[config.mk]
export PLATFORM = sky130hd
export DESIGN_NAME = shifter_serializer
export DESIGN_NICKNAME = d
export VERILOG_FILES = /design/src/rtl/shifter_serializer.sv
export SDC_FILE = /design/constraint.sdc
export NUM_CORES = 1
export LEC_CHECK = 0
export CORE_MARGIN = 2
export CORE_UTILIZATION = 41
export CTS_CLUSTER_SIZE = 16
export DETAILED_ROUTE_END_ITERATION = 7
export PLACE_DENSITY = 0.72
export SLEW_MARGIN = 40
export SYNTH_ARGS = -nofsm -noshare
export SYNTH_HDL_FRONTEND = slang
export SYNTH_SLANG_ARGS = --single-unit
export TNS_END_PERCENT = 10
[constraint.sdc]
create_clock -name i_clk -period 1.35 [get_ports i_clk]
set_input_delay 0.405 -clock i_clk [delete_from_list [all_inputs] [get_ports i_clk]]
set_output_delay 0.405 -clock i_clk [all_outputs]
set_load 0.02 [all_outputs]
[src/rtl/shifter_serializer.sv]
// rtl/shifter_serializer.sv - parallel-to-serial stage with valid/ready on both sides
//
// Ports:
//   i_clk, i_rst_n            clock (rising edge), asynchronous active-low reset
//   i_pvalid/o_pready/i_pdata parallel word handshake (WIDTH bits)
//   o_svalid/i_sready/o_sdata serial bit handshake, one bit per accepted beat
//   o_slast                   current serial bit is the final bit of the word
//   o_busy                    a word is loaded and not fully emitted
//   o_word_done               one-cycle pulse in the cycle after the final beat
module shifter_serializer #(
    parameter int WIDTH     = 8,
    parameter bit LSB_FIRST = 1'b1
) (
    input  logic             i_clk,
    input  logic             i_rst_n,
    input  logic             i_pvalid,
    output logic             o_pready,
    input  logic [WIDTH-1:0] i_pdata,
    output logic             o_svalid,
    input  logic             i_sready,
    output logic             o_sdata,
    output logic             o_slast,
    output logic             o_busy,
    output logic             o_word_done
);

    localparam int CW = $clog2(WIDTH);

    typedef enum logic {
        IDLE  = 1'b0,
        SHIFT = 1'b1
    } state_t;

    state_t           state_q, state_d;
    logic [WIDTH-1:0] shreg_q, shreg_d;
    logic [CW-1:0]    cnt_q,   cnt_d;
    logic             word_done_q, word_done_d;

    logic last_bit;
    logic beat;
    logic load;

    always_ff @(posedge i_clk or negedge i_rst_n) begin
        if (!i_rst_n) begin
            state_q     <= IDLE;
            shreg_q     <= '0;
            cnt_q       <= '0;
            word_done_q <= 1'b0;
        end else begin
            state_q     <= state_d;
            shreg_q     <= shreg_d;
            cnt_q       <= cnt_d;
            word_done_q <= word_done_d;
        end
    end

    always_comb begin
        last_bit    = (state_q == SHIFT) && (cnt_q == CW'(WIDTH - 1));
        beat        = (state_q == SHIFT) && i_sready;
        // Ready in the final-beat cycle lets the next word load with no bubble.
        o_pready    = (state_q == IDLE) || (last_bit && i_sready);
        load        = i_pvalid && o_pready;

        state_d     = state_q;
        shreg_d     = shreg_q;
        cnt_d       = cnt_q;
        word_done_d = 1'b0;

        case (state_q)
            IDLE: begin
                if (load) begin
                    shreg_d = i_pdata;
                    cnt_d   = '0;
                    state_d = SHIFT;
                end
            end
            SHIFT: begin
                if (beat) begin
                    if (LSB_FIRST) begin
                        shreg_d = {1'b0, shreg_q[WIDTH-1:1]};
                    end else begin
                        shreg_d = {shreg_q[WIDTH-2:0], 1'b0};
                    end
                    cnt_d = cnt_q + CW'(1);
                    if (last_bit) begin
                        word_done_d = 1'b1;
                        // Counter is cleared explicitly so it never wraps.
                        cnt_d       = '0;
                        if (load) begin
                            shreg_d = i_pdata;
                        end else begin
                            state_d = IDLE;
                        end
                    end
                end
            end
            default: state_d = IDLE;
        endcase
    end

    assign o_svalid    = (state_q == SHIFT);
    assign o_busy      = (state_q == SHIFT);
    assign o_slast     = last_bit;
    assign o_sdata     = LSB_FIRST ? shreg_q[0] : shreg_q[WIDTH-1];
    assign o_word_done = word_done_q;

endmodule

# Word level (Yosys, flattened, before mapping)
# Cells that the tools add are included.
# op_classes
n_addsub	1
eq_ne	3
n_bitwise	1
n_mux	16
reduce_logical	6
# op_table
operator	count
$mux W8	4
$pmux W8 S2	1
$mux W3	3
$mux W1	6
$pmux W3 S2	1
$logic_and A1 B1 Y1	4
$add A3 B1 Y3 const B	1
$eq A3 B3 Y1 const B	1
$ne A2 B1 Y1 const B	1
$ne A2 B2 Y1 const B	1
$pmux W1 S2	1
$reduce_and A2 Y1	1
$logic_or A1 B1 Y1	1
$not A1 Y1	1
# totals
in_bits	12
ff_bits	13
word_cells	31
output_inout_bits	6

# Logic depth before layout (Yosys ltp)
# depth
depth_word	9
ltp_mapped	6
mapped_depth_nobuf	5

# Worst setup path before layout
# No wires, ideal clock.
# synth_path
kind	reg2out
from	register state_q (netlist: o_busy)
to	output port o_slast
t_arrival_ns	1.125
stages_incl_launch_ff	4
t_required_ns	0.945
path_buffers	2
path_slack_ns	-0.180
cell_sequence	dfrtp_1 buf_6 clkbuf_1 and2_1
# synth_via
elab_chain_len	1
# synth_lines
item	line_no	rtl
from (decl)	34	state_t state_q, state_d;
from (signal assigned)	50	state_q <= state_d;
$logic_and A1 B1 Y1	58	last_bit = (state_q == SHIFT) && (cnt_q == CW'(WIDTH - 1));
to (decl)	22	output logic o_slast,
# No other way between the ends.

# Worst setup path after layout
# layout_path
from	register cnt_q[0]
to	output port o_slast
# layout_via
elab_chain_len	2
# layout_lines
item	line_no	rtl
from (decl)	36	logic [CW-1:0] cnt_q, cnt_d;
from (signal assigned)	52	cnt_q <= cnt_d;
$eq A3 B3 Y1	58	
$logic_and A1 B1 Y1	58	
# No other way between the ends.

==> flow_summary.ini <==
[outcome]
status = finished, violations left
failed_checks = setup timing

[run]
cap_violations = 0

[clock_tree]
holdBufCountCts = 0
clockBufferDepth = 2
clkSinkCount = 13
cts_made_buffers = 3
clockRootBuffer = clkbuf_4
htreeDepth = 1
cts_tree = built
clock_latency_ns = 0.28
clk_pin_slew_worst_paths_ns = 0.07

[drt]
drt_iter0_drc = 11
drcViolationCount = 0
antenna_left = 0
routed_wl_mm = 1.40
dr.pass1.iters = 4
wl_per_cell_microns = 12.5
vias = 594
vias_per_cell = 5.30

[sta]
post-route-min-period_ns = 1.68
slew_violations = 0
tightest_slew_ns = 0.186
tns_ns = -1.32
fin_crit_sh_pct = 125
skew_ns = 0.00156
slew_headroom_pct = 87.6
fin_ws_ns = -0.331
fmax_mhz = 595
setup_viol = 12
hold_viol = 0
grt_setup_unrepaired = true

[synth]
yosysWarningCount = 0
syn_avg_cell_area_sq_um = 9.79
yosys.area.top_type_share_pct = 48.1
synthesis.nets = 83
synth_top_area_cell = dfrtp_1
synth-seq-cells = 13
synth_seq_area_share_pct = 48.1
yosysUniqueCellTypes = 24
async_reset_ff_share_pct = 100
synth_flop_cell = dfrtp_1
synthCells = 69
synth_commonest_cells = dfrtp_1, nand3_1, nor2_1, o21ai_0, a31oi_1
netlist_area_sq_um = 676
yosysMostFrequentCell = dfrtp_1
synth_edf_count = 0
synth_top_cells_by_area = dfrtp_1, nand3_1, a31oi_1

[worst_setup_path]
max_stage_delay_ns = 0.38
worstSetupPathType = register to output pin
startpoint_type = register
critical_path.slowest_cell = dfrtp_1
critPathArrivalTime_ns = 1.28
cp_data_required_time_ns = 0.95
crit_path_cell_trace = ha_2 -> ha_4 -> and2_4 -> buf_6
cp_max_fo = 3
endpoint_kind = output pin

[place]
place_congestion = 0.751
io_buffers = 17
place_area_sq_um = 915
dpl_worst_slack_ns = -0.661
dp_hpwl_mm = 1.00

[global_route]
grt_antenna_before_repair = 0
grt_max_degree = 18
grtUsageTotal_pct = 16.7
gr-total-overflow = 0
grt_pass1_vias = 519
grt_pass1_wl_mm = 2.31

[floorplan]
row_count = 14
io_pins = 18
core_region_area_sq_um = 1520
start_util_pct = 44.3
dieHeight_microns = 44.6
die_area_sq_um = 1990
die_w_microns = 44.6

[cells_and_area]
postLayoutCellArea_sq_um = 976
insertedDiodeCount = 0
syn_to_final_growth_pct = 44.4
drive_gt1_share_pct = 37.5
nets = 111

[power]
seqPwrFrac_pct = 42.4
leakage_uw = 0.000442
switching_power_uw = 429
switching_share_pct = 31.5
p_per_area_nw_per_um2 = 1390
ir_worst_vdd_mv = 0.783
combPwrFrac_pct = 40.3
clockPowerShare_pct = 17.3
p_int_uw = 932

[worst_hold_path]
hp-class = input pin to asynchronous set/reset pin
[per-stage QoR]
stage | util (%) | hold WS [ns] | std cells | power [uW]
after global routing | 64.0 | 0.423 | 112 | 1470
after global placement | 60.0 | 0.515 | 107 | 1080
after CTS | 64.2 | 0.419 | 112 | 1380
final | 64.0 | 0.425 | 112 | 1360
after detailed placement | 60.0 | 0.531 | 107 | 1100
after floorplan | - | 0.109 | 69 | 894
[per-layer routing]
metal,global-route usage (%),part of all wire [%]
met1,22.6,46
met2,22.9,46
met3,6.12,5.9
met4,9.09,2.1
met5,0,0
[power by group through the flow]
stage | Clock [uW] | Sequential, uW | Combinational, uW
6_report | 236 | 576 | 549
5_1_grt | 265 | 590 | 614
4_1_cts | 252 | 578 | 549
3_5_place_dp | 0 | 578 | 521
3_3_place_gp | 0 | 578 | 505
2_1_floorplan | 0 | 595 | 299
[final timing paths]
check                           start    endpoint  slack (ns)  cells past startpoint
min reg2reg                shreg_q[0]  shreg_q[0]        0.55                      2
max in group asynchronous     i_rst_n      o_busy        0.75                      2
min                           i_rst_n    cnt_q[1]        0.43                      2
max reg2reg                  cnt_q[0]  shreg_q[7]       -0.13                      6
min in group i_clk         shreg_q[0]  shreg_q[0]        0.55                      2
max                          cnt_q[0]     o_slast       -0.33                      4
[sequential cells by signal, indices dropped and copies added, names as in the netlist]
name         cells
cnt_q            3
o_busy           1
o_word_done      1
shreg_q          8
[cell usage in the layout, fill, tap and decap left out, drive strengths merged]
cell type and instances:
o211ai 1, or3 1, buf 13, clkdlybuf4s50 11, a22o 4, and3 2
and2 1, a31oi 7, nand2b 1, o21ai 8, nand3 8, ha 2
nand2 2, clkdlybuf4s15 1, mux2 1, dfrtp 13, inv 3, nor2 8
nor2b 1, mux2i 1, clkbuf 7
[critical path: cells and delay by family, from the launching register on]
kind	cells	cell delay, ns
fa+ha+maj	2	0.37
flops	1	0.38
simple gates	1	0.13
buf+inv	1	0.12
[timing repair]
item                                    in CTS  in global routing
buffers inserted                             1                  0
resized for setup                           26                  8
endpoints found under the setup margin      17                 16
pin swaps                                    3                  3
[area by class of cell]
type                       count  area, sq um
tap                           16         20.0
sequential                    13          327
timing repair buffer          28          241
inverter                       3         11.3
fill                         132          548
clock buffer                   4         26.3
multi-input combinational     48          350
[cells by family after synthesis]
| logic type | after synthesis | share of synthesized area, % |
|---|---|---|
| compound gates | 20 | 19.6 |
| simple gates | 24 | 17.4 |
| fa+ha+maj | 2 | 3.70 |
| flops | 13 | 48.1 |
| mux | 2 | 3.70 |
| buf+inv | 8 | 7.41 |
(Power assumes the default switching activity.)
